<file path="src/rtl/abc2dq0_shared_pkg.sv">
// abc2dq0_shared_pkg: shared definitions for the resource-shared Park transform.
//   single_t / ADD / SUB / ENA_MATH : operand type and Adder_nodsp/IP control codes
//   K_1_3, K_INV_SQRT3               : scaling constants (IEEE-754 single)
//   state_t                          : FSM encodings ABC2DQ0_S_IDLE..ABC2DQ0_S_DONE
//   fp_mul / fp_add                  : behavioural single-precision ops used by the IPs
// Zero/denormal operands are treated as zero; rounding is round-to-nearest-even.
package abc2dq0_shared_pkg;
  typedef logic [31:0] single_t;

  localparam logic    ADD         = 1'b0;
  localparam logic    SUB         = 1'b1;
  localparam logic    ENA_MATH    = 1'b1;
  localparam single_t K_1_3       = 32'h3EAAAAAB;
  localparam single_t K_INV_SQRT3 = 32'h3F13CD3A;

  typedef enum logic [2:0] {
    ABC2DQ0_S_IDLE, ABC2DQ0_S_1, ABC2DQ0_S_2, ABC2DQ0_S_3,
    ABC2DQ0_S_4, ABC2DQ0_S_5, ABC2DQ0_S_6, ABC2DQ0_S_DONE
  } state_t;

  function automatic logic is_inf_nan(input single_t x);
    return x[30:23] == 8'hFF;
  endfunction

  // Round a 24-bit significand (hidden bit at [23]) with guard/sticky and pack.
  function automatic single_t fp_pack(input logic s, input int e, input logic [23:0] m,
                                      input logic g, input logic st);
    logic [24:0] r;
    int er;
    r  = {1'b0, m} + {24'd0, g & (st | m[0])};
    er = r[24] ? e + 1 : e;
    if (er <= 0)   return {s, 31'd0};
    if (er >= 255) return {s, 8'hFF, 23'd0};
    return {s, 8'(er), r[24] ? r[23:1] : r[22:0]};
  endfunction

  function automatic single_t fp_mul(input single_t a, input single_t b);
    logic s;
    logic [47:0] p;
    int e;
    s = a[31] ^ b[31];
    if (a[30:23] == 8'd0 || b[30:23] == 8'd0) return {s, 31'd0};
    p = {1'b1, a[22:0]} * {1'b1, b[22:0]};
    e = int'(a[30:23]) + int'(b[30:23]) - 127;
    if (p[47]) return fp_pack(s, e + 1, p[47:24], p[23], |p[22:0]);
    return fp_pack(s, e, p[46:23], p[22], |p[21:0]);
  endfunction

  function automatic single_t fp_add(input single_t a, input single_t b, input logic sub);
    single_t bb, x, y;
    logic [23:0] mx, my;
    logic [49:0] xe, ye;
    logic [50:0] sum, norm;
    int diff, pos;
    bb = {b[31] ^ sub, b[30:0]};
    if (a[30:0] >= bb[30:0]) begin x = a; y = bb; end
    else begin x = bb; y = a; end
    mx   = (x[30:23] == 8'd0) ? 24'd0 : {1'b1, x[22:0]};
    my   = (y[30:23] == 8'd0) ? 24'd0 : {1'b1, y[22:0]};
    diff = int'(x[30:23]) - int'(y[30:23]);
    xe   = {mx, 26'd0};
    // Far-away operand only contributes to the sticky bit.
    ye   = (diff > 26) ? {49'd0, |my} : ({my, 26'd0} >> diff);
    sum  = (x[31] == y[31]) ? {1'b0, xe} + {1'b0, ye} : {1'b0, xe} - {1'b0, ye};
    if (sum == 51'd0) return 32'd0;
    pos = 0;
    for (int i = 0; i < 51; i++) if (sum[i]) pos = i;
    norm = sum << (50 - pos);
    return fp_pack(x[31], int'(x[30:23]) + pos - 49, norm[50:27], norm[26], |norm[25:0]);
  endfunction
endpackage

</file>
<file path="src/rtl/Adder_nodsp.sv">
// Adder_nodsp: fabric single-precision adder/subtractor, fixed LAT-cycle pipeline.
//   clk, clk_en : clock and pipeline advance enable
//   add_sub     : ADD (a+b) or SUB (a-b)
//   a, b        : operands; result LAT cycles after issue
module Adder_nodsp import abc2dq0_shared_pkg::*; #(
  parameter int LAT = 7
) (
  input  logic        clk,
  input  logic        clk_en,
  input  logic        add_sub,
  input  logic [31:0] a,
  input  logic [31:0] b,
  output logic [31:0] result
);
  logic [LAT-1:0][31:0] dat_pipe;

  always_ff @(posedge clk)
    if (clk_en) begin
      dat_pipe[0] <= fp_add(a, b, add_sub);
      for (int i = 1; i < LAT; i++) dat_pipe[i] <= dat_pipe[i-1];
    end

  assign result = dat_pipe[LAT-1];
endmodule

</file>
<file path="src/rtl/Multiplier_nodsp.sv">
// Multiplier_nodsp: fabric single-precision multiplier, fixed LAT-cycle pipeline.
//   clk, clk_en : clock and pipeline advance enable
//   a, b        : operands; result = a*b, LAT cycles after issue
module Multiplier_nodsp import abc2dq0_shared_pkg::*; #(
  parameter int LAT = 5
) (
  input  logic        clk,
  input  logic        clk_en,
  input  logic [31:0] a,
  input  logic [31:0] b,
  output logic [31:0] result
);
  logic [LAT-1:0][31:0] dat_pipe;

  always_ff @(posedge clk)
    if (clk_en) begin
      dat_pipe[0] <= fp_mul(a, b);
      for (int i = 1; i < LAT; i++) dat_pipe[i] <= dat_pipe[i-1];
    end

  assign result = dat_pipe[LAT-1];
endmodule

</file>
<file path="src/rtl/abc2dq0_shared.sv">
// abc2dq0_shared: single-precision abc -> dq0 (Park) transform sharing one
// Multiplier_nodsp and one Adder_nodsp under an FSM.
//   clk, rst (sync, active high)
//   sta                      : start; Va/Vb/Vc/sin_theta/cos_theta sampled same cycle
//   Vd, Vq, V0               : results, held until the next done_sig
//   busy                     : cycle after accepted sta through done cycle
//   err                      : Inf/NaN input flag, valid with done_sig
//   done_sig                 : one-cycle pulse with new results
// Optional: ABC2DQ0_NAN_GUARD_EN enables the Inf/NaN short-cut (done next cycle,
// err=1, outputs 0). Without it err is tied low.
module abc2dq0_shared import abc2dq0_shared_pkg::*; #(
  parameter int MUL_LAT = 5,
  parameter int ADD_LAT = 7
) (
  input  logic        clk,
  input  logic        rst,
  input  logic        sta,
  input  logic [31:0] Va,
  input  logic [31:0] Vb,
  input  logic [31:0] Vc,
  input  logic [31:0] sin_theta,
  input  logic [31:0] cos_theta,
  output logic [31:0] Vd,
  output logic [31:0] Vq,
  output logic [31:0] V0,
  output logic        busy,
  output logic        err,
  output logic        done_sig
);
  localparam int M = (ADD_LAT > MUL_LAT) ? ADD_LAT : MUL_LAT;
  localparam logic [4:0] C_ADD = 5'(ADD_LAT);
  localparam logic [4:0] C_MUL = 5'(MUL_LAT);
  localparam logic [4:0] C_M   = 5'(M);
  localparam logic [4:0] C_S5L = 5'(MUL_LAT + 3);
  localparam logic [4:0] C_S6L = 5'(ADD_LAT + 1);

  state_t      state;
  logic [4:0]  cnt;
  logic        last;
  single_t     r_va, r_vb, r_vc, r_sin, r_cos;
  single_t     r_t, r_d, r_v0, r_alpha, r_beta, r_vd;
  logic [3:0][31:0] p;
  single_t     mul_a, mul_b, add_a, add_b, mul_res, add_res;
  logic        add_op;

  Multiplier_nodsp #(.LAT(MUL_LAT)) u_mul (
    .clk(clk), .clk_en(ENA_MATH), .a(mul_a), .b(mul_b), .result(mul_res));
  Adder_nodsp #(.LAT(ADD_LAT)) u_add (
    .clk(clk), .clk_en(ENA_MATH), .add_sub(add_op), .a(add_a), .b(add_b), .result(add_res));

  // Operand muxes: operands depend only on state/cnt and registers that are
  // stable for the whole step, so each op's inputs stay put until capture.
  always_comb begin
    mul_a = '0; mul_b = '0; add_a = '0; add_b = '0; add_op = ADD;
    case (state)
      ABC2DQ0_S_1: begin add_a = r_vb; add_b = r_vc; end
      ABC2DQ0_S_2: begin add_a = r_va; add_b = r_t; end
      ABC2DQ0_S_3: begin add_a = r_vb; add_b = r_vc; add_op = SUB; mul_a = r_t; mul_b = K_1_3; end
      ABC2DQ0_S_4: begin add_a = r_va; add_b = r_v0; add_op = SUB; mul_a = r_d; mul_b = K_INV_SQRT3; end
      ABC2DQ0_S_5:
        case (cnt)
          5'd0:    begin mul_a = r_alpha; mul_b = r_sin; end
          5'd1:    begin mul_a = r_beta;  mul_b = r_cos; end
          5'd2:    begin mul_a = r_alpha; mul_b = r_cos; end
          default: begin mul_a = r_beta;  mul_b = r_sin; end
        endcase
      ABC2DQ0_S_6: begin
        add_a  = (cnt == 5'd0) ? p[0] : p[2];
        add_b  = (cnt == 5'd0) ? p[1] : p[3];
        add_op = (cnt == 5'd0) ? SUB : ADD;
      end
      default: ;
    endcase
  end

  always_comb begin
    last = 1'b1;
    case (state)
      ABC2DQ0_S_1, ABC2DQ0_S_2: last = (cnt == C_ADD);
      ABC2DQ0_S_3, ABC2DQ0_S_4: last = (cnt == C_M);
      ABC2DQ0_S_5:              last = (cnt == C_S5L);
      ABC2DQ0_S_6:              last = (cnt == C_S6L);
      default: ;
    endcase
  end

`ifdef ABC2DQ0_NAN_GUARD_EN
  logic err_q;
  logic bad_in;
  assign err    = err_q;
  assign bad_in = is_inf_nan(Va) | is_inf_nan(Vb) | is_inf_nan(Vc) |
                  is_inf_nan(sin_theta) | is_inf_nan(cos_theta);
`else
  assign err = 1'b0;
`endif

  always_ff @(posedge clk) begin
    if (rst) begin
      state    <= ABC2DQ0_S_IDLE;
      cnt      <= '0;
      busy     <= 1'b0;
      done_sig <= 1'b0;
      Vd       <= '0;
      Vq       <= '0;
      V0       <= '0;
`ifdef ABC2DQ0_NAN_GUARD_EN
      err_q    <= 1'b0;
`endif
    end else begin
      done_sig <= 1'b0;
      if (state != ABC2DQ0_S_IDLE && state != ABC2DQ0_S_DONE)
        cnt <= last ? 5'd0 : cnt + 5'd1;
      case (state)
        ABC2DQ0_S_IDLE:
          if (sta) begin
            r_va <= Va; r_vb <= Vb; r_vc <= Vc; r_sin <= sin_theta; r_cos <= cos_theta;
            busy <= 1'b1;
            cnt  <= '0;
`ifdef ABC2DQ0_NAN_GUARD_EN
            if (bad_in) begin
              state    <= ABC2DQ0_S_DONE;
              done_sig <= 1'b1;
              err_q    <= 1'b1;
              Vd <= '0; Vq <= '0; V0 <= '0;
            end else
              state <= ABC2DQ0_S_1;
`else
            state <= ABC2DQ0_S_1;
`endif
          end
        ABC2DQ0_S_1: if (last) begin r_t <= add_res; state <= ABC2DQ0_S_2; end
        ABC2DQ0_S_2: if (last) begin r_t <= add_res; state <= ABC2DQ0_S_3; end
        ABC2DQ0_S_3: begin
          if (cnt == C_ADD) r_d  <= add_res;
          if (cnt == C_MUL) r_v0 <= mul_res;
          if (last) state <= ABC2DQ0_S_4;
        end
        ABC2DQ0_S_4: begin
          if (cnt == C_ADD) r_alpha <= add_res;
          if (cnt == C_MUL) r_beta  <= mul_res;
          if (last) state <= ABC2DQ0_S_5;
        end
        ABC2DQ0_S_5: begin
          // Burst results arrive back-to-back, one per cycle.
          if (cnt >= C_MUL) p[2'(cnt - C_MUL)] <= mul_res;
          if (last) state <= ABC2DQ0_S_6;
        end
        ABC2DQ0_S_6: begin
          if (cnt == C_ADD) r_vd <= add_res;
          if (last) begin
            Vd <= r_vd; Vq <= add_res; V0 <= r_v0;
            done_sig <= 1'b1;
`ifdef ABC2DQ0_NAN_GUARD_EN
            err_q <= 1'b0;
`endif
            state <= ABC2DQ0_S_DONE;
          end
        end
        default: begin
          busy  <= 1'b0;
          state <= ABC2DQ0_S_IDLE;
        end
      endcase
    end
  end
endmodule

</file>
<file path="config.mk">
export PLATFORM = sky130hd
export DESIGN_NAME = abc2dq0_shared
export DESIGN_NICKNAME = d
export VERILOG_FILES = /design/src/rtl/abc2dq0_shared_pkg.sv /design/src/rtl/Adder_nodsp.sv /design/src/rtl/Multiplier_nodsp.sv /design/src/rtl/abc2dq0_shared.sv
export SDC_FILE = /design/constraint.sdc
export NUM_CORES = 2
export LEC_CHECK = 0
export CORE_ASPECT_RATIO = 0.8
export CORE_UTILIZATION = 45
export DETAILED_ROUTE_END_ITERATION = 6
export PLACE_DENSITY_LB_ADDON = 0.15
export SKIP_CTS_REPAIR_TIMING = 1
export SLEW_MARGIN = 15
export SYNTH_ARGS = -nofsm -noshare
export SYNTH_HDL_FRONTEND = slang
export SYNTH_HIERARCHICAL = 1
export SYNTH_SLANG_ARGS = --single-unit
</file>
<file path="constraint.sdc">
create_clock -name clk -period 24.2 [get_ports clk]
set_input_delay 2.42 -clock clk [delete_from_list [all_inputs] [get_ports clk]]
set_output_delay 2.42 -clock clk [all_outputs]
set_load 0.02 [all_outputs]
</file>
# After elaboration in Yosys (flattened, before gate mapping)
# Index checks and enable logic that the tools add are counted.
[word_totals]
output_inout_bits = 99
elab_cells = 264
regBits = 970
[classes]
n_lt_le_gt_ge = 11
n_reduce_logical = 36
mul = 1
n_eq_ne = 20
add_sub_neg = 16
bitwise = 11
muxes = 133
n_shift = 2
[op_table]
columns = ["op", "n"]
rows = [
  ["two-way mux 32 bit", 29],
  ["case mux 32 bit (3 select lines)", 3],
  ["bitwise mux 128 bit", 1],
  ["case mux 32 bit (4 select lines)", 1],
  ["two-way mux 6 bit", 19],
  ["two-way mux 5 bit", 20],
  ["adder 32 x 2 -> 32 bit (second input constant)", 3],
  [">= comparator 32 x 9 -> 1 bit (second input constant)", 3],
  ["less-or-equal comparator 32 x 1 -> 1 bit (second input constant)", 3],
  ["adder 24 x 1 -> 25 bit", 3],
  ["two-way mux 23 bit", 3],
  ["demux 32 bit (select 2 bit)", 1],
  ["adder 50 x 50 -> 51 bit", 1],
  ["logical NOT 51 bit", 1],
  ["two-way mux 51 bit", 1],
  ["<< shifter 51 x 32 -> 51 bit", 1],
  ["subtractor 50 x 50 -> 51 bit", 1],
  ["two-way mux 50 bit", 1],
  ["right shift 50 x 32 -> 50 bit", 1],
  ["multiplier 24 x 24 -> 48 bit", 1],
  ["two-way mux 24 bit", 2],
  ["two-way mux 3 bit", 11],
  ["adder 9 x 32 -> 32 bit", 1],
  ["greater-than comparator 32 x 6 -> 1 bit (second input constant)", 1],
  ["46 further kinds", 118],
]

# Logic depth before layout (Yosys ltp)
[logic_depth]
ltp_word = 77
ltp_mapped = 83
ltp_nobuf = 67

# Hierarchy
# The synthesis kept the hierarchy.
[modules_own_cells]
columns = ["mod", "area_per_inst_um2", "cells_per_inst", "instances", "seq_area_each_um2"]
rows = [
  ["Multiplier_nodsp", 28086.9, 2949, 1, 4804.6],
  ["Adder_nodsp", 24622.4, 3030, 1, 6726.5],
  ["abc2dq0_shared", 21922.3, 1435, 1, 16535.9],
]

# Worst setup path after synthesis
# OpenSTA, ideal clock, no wires.
[synth_timing]
path_kind = "input -> register"
start = "input port rst"
end = "register r_cos[0] (enable)"
path_slack_ns = 5.338
required_ns = 23.121
t_arrival_ns = 17.783
stages = 2
path_cell_list = "clkbuf_1 -> nor4bb_1"
[synth_between]
elab_chain_len = 2
[synth_lines]
columns = ["element", "line_no", "source"]
rows = [
  ["start, declared", "abc2dq0_shared.sv:16", "input logic rst,"],
  ["NOT 1 bit (no line)", "n/a", ""],
  ["AND reduction 3 bit (no line)", "n/a", ""],
  ["end signal, assigned", "abc2dq0_shared.sv:116", "r_va <= Va; r_vb <= Vb; r_vc <= Vc; r_sin <= sin_theta; r_cos <= cos_theta;"],
  ["end, declared", "abc2dq0_shared.sv:40", "single_t r_va, r_vb, r_vc, r_sin, r_cos;"],
]
# Every way passes these cells.
# A chain may end at the register's enable or synchronous reset.

# Final worst setup path
[layout_timing]
start = "register state[0]"
end = "register u_add/dat_pipe[3] (netlist bit), data pin"
[layout_between]
elab_chain_len = 76
word_cells_on_any_way = 103
cone_classes = "8 x add/sub; 4 x order compare; 6 x eq/ne; 2 x shift; 72 x mux; 3 x bitwise; 8 x reduce/logical"
[layout_lines]
columns = ["element", "line_no", "source"]
rows = [
  ["start, declared", "abc2dq0_shared.sv:37", "state_t state;"],
  ["start signal, assigned", "abc2dq0_shared.sv:99", "state <= ABC2DQ0_S_IDLE;"],
  ["start signal, assigned", "abc2dq0_shared.sv:128", "state <= ABC2DQ0_S_1;"],
  ["start signal, assigned", "abc2dq0_shared.sv:131", "ABC2DQ0_S_1: if (last) begin r_t <= add_res; state <= ABC2DQ0_S_2; end"],
  ["== test 3 bit, or another cell as far along", "abc2dq0_shared.sv:55", "case (state)"],
  ["OR reduction 2 bit (no line)", "n/a", ""],
  ["case mux 32 bit (3 select lines) (*)", "abc2dq0_shared.sv:55", ""],
  ["named net add_a[27]", "abc2dq0_shared.sv:43", "single_t mul_a, mul_b, add_a, add_b, mul_res, add_res;"],
  ["branches (longest 72 deep; another with subtractor 50 x 50 -> 51 bit)", "n/a", ""],
  ["two-way mux 32 bit (*)", "abc2dq0_shared_pkg.sv:66", "pos = 0;"],
  ["end, declared", "Adder_nodsp.sv:15", "logic [LAT-1:0][31:0] dat_pipe;"],
]
# Mark *: on every way through the listed nets, which the timed path passes. The select of a mux whose other input is x is not followed.

==> reports/metrics.cfg <==
[critical_path]
end_kind = flip-flop
r2r_slack_ns = 3.06
cp_slowest_cell = nor4_1
cp.required_ns = 24.73
path_max_fanout = 27
crit_top_cell = ha_1
cp-start-kind = flip-flop
critPathKind = reg -> reg
worstPathArrival_ns = 21.68
max_stage_delay_ns = 1.04

[routing]
top_layer = met5
wl_met3_um = 33300
vias_per_cell = 6.09
routed_wl_um = 294000
drt-pass1-iter-count = 7
wl_per_cell_um = 29.1
met1_length_um = 140000
drc = 5
ant_nets = 0
wl_met2_um = 113000
first_iter_violations = 8088
vias = 61400

[yosys]
ys_seq_elements = 970
ys_types = 150
synth_seq_area_share = 0.376
async_flop_share = 0
syn_inst = 7414
synth_area_per_cell_um2 = 10.1
syn_area_um2 = 74600
synth_ff_type = edfxtp_1
ys_warn_count = 6
synth_edf_count = 864

[status]
violations = DRC
status = finished, violations left

[sta]
min_period_over_period = 0.874
rsz0062_at_grt = false
setup_viol = 0
hold_viol_final = 0
maxSlewViolCount = 0
tns_ns = 0
worst_pin_slew_ns = 1.39
max_slew_margin = 0.0670
fmax_mhz = 47.3
clock_skew_ns = 0.0356
min_period_ns = 21.14

[finish]
multi_input_area_um2 = 43300
layout_commonest_cell = edfxtp_1
syn_to_final_growth_pct = 12.2
drive_above_1_share = 0.0737
reg.largest.list = u_add/dat_pipe x192, p x128, u_mul/dat_pipe x128
fillers = 15100
seq_area_um2 = 28100
final_nets = 8765
most-common-layout-cells = edfxtp_1 (864), inv_1 (693), nand2_1 (673), fa_1 (485), nor2_1 (444)
largest_register = u_add/dat_pipe
largest_reg_flops = 192

[clock_tree]
cts.sinks = 970
cts_tree = built
root_buffer = clkbuf_16
path_clk_slew_ns = 0.07
cts.path.max_buffers = 3
cts_made_buffers = 99
htree_levels = 3
clk-insertion-delay-late_ns = 0.74

[global_routing]
grt_pass1_vias = 58200
grt_overflow = 0
grt_antenna_before_repair = 52
grtUsageTotal = 0.347
grt_pass1_wl_um = 424000
grt_max_degree = 73

[floorplan]
start_util = 0.454
die-area_um2 = 167000
die_h_um = 366
die_x_um = 457
io-pin-count = 262
num_rows = 133
core_um2 = 164000

[place]
globalplace.congestion = 1.03
port_buffers = 260
dp_hpwl_um = 226000

[min_path]
hold_class = reg -> reg

[run]
max_cap_viol_count = 0

-- path summary, 6_finish.rpt --
path	startpoint	end	cells past startpoint
worst max-delay path	state[0]$_SDFFE_PP0P_	u_add/dat_pipe[3]$_SDFFCE_PP0P_	65
worst min-delay path	u_mul/dat_pipe[117]$_DFFE_PP_	u_mul/result[21]$_DFFE_PP_	0
worst max register to register	state[0]$_SDFFE_PP0P_	u_add/dat_pipe[3]$_SDFFCE_PP0P_	65
worst min register to register	u_mul/dat_pipe[117]$_DFFE_PP_	u_mul/result[21]$_DFFE_PP_	0
-- logic make-up (layout without fill, tap and decap cells) --
family / after synthesis / count (layout) / share of synthesized area
and+or+nand+nor: 2293 / 2293 / 0.155
AOI/OAI and AO/OA: 1670 / 1670 / 0.153
DFF: 970 / 970 / 0.376
adders and majority gates: 794 / 794 / 0.182
muxes: 303 / 303 / 0.0441
other: 2 / 411 / 0.000101
xor gates and xnor gates: 172 / 172 / 0.0209
buffers and inverters: 1210 / 1307 / 0.0690
-- worst max-delay path, delay by kind of cell, from the launching register on --
family          cells  cell delay [ns]
fa+ha+maj           6             2.24
flops               1             0.36
buf+inv             5             0.95
simple gates       22             8.49
mux                 2             0.41
xor+xnor            1             0.18
compound gates     29             8.19
-- cell type report --
cell class / instances / share of cell area
Antenna cell: 26 / 0.000777
Clock buffer: 126 / 0.0315
Timing Repair Buffer: 421 / 0.0456
Multi-Input combinational cell: 5617 / 0.517
Inverter: 699 / 0.0313
Sequential cell: 970 / 0.335
Clock inverter: 61 / 0.00629
Tap cell: 2160 / 0.0323
-- synth_stat cells, types with 41 or more instances --
master | number | area, um2
edfxtp_1 | 864 | 25900
nor3_1 | 154 | 771
o21ai_1 | 168 | 841
buf_4 | 93 | 698
nand4_1 | 72 | 450
nor2_1 | 454 | 1700
fa_1 | 485 | 9710
nand2b_1 | 46 | 288
xnor2_1 | 110 | 963
a22oi_1 | 91 | 683
a31oi_1 | 60 | 375
ha_1 | 309 | 3870
and2_1 | 298 | 1860
inv_1 | 693 | 2600
and3_1 | 60 | 375
nor4_1 | 41 | 257
a21o_1 | 51 | 383
clkbuf_1 | 270 | 1010
o211ai_1 | 77 | 578
a211oi_1 | 55 | 413
a21oi_1 | 379 | 1900
xor2_1 | 57 | 499
nand3_1 | 238 | 1190
nand2_1 | 675 | 2530
o21ai_0 | 258 | 1290
mux2i_1 | 251 | 2510
or3_1 | 43 | 269
buf_2 | 96 | 480
dfxtp_1 | 106 | 2120
-- per-layer routing --
metal,track usage,vias to the layer above
li1,-,26900
met1,0.554,30800
met2,0.449,3281
met3,0.0934,320
met4,0.0886,8
met5,0,-
-- per-stage QoR --
step / utilization / setup slack, ns / hold slack [ns] / instance area, um2 / cells
6_report: 0.509 / 3.06 / 0.401 / 83700 / 10100
5_1_grt: 0.509 / 1.80 / 0.406 / 83700 / 10100
4_1_cts: 0.509 / 3.79 / 0.396 / 83700 / 10100
3_5_place_dp: 0.490 / 3.87 / 0.405 / 80500 / 9867
3_3_place_gp: 0.490 / 4.20 / 0.401 / 80500 / 9867
2_1_floorplan: - / 5.34 / 0.400 / 76100 / 7797
Power is not shown: default switching activity piles up to over one toggle a cycle in this logic, so the estimate is an artifact.
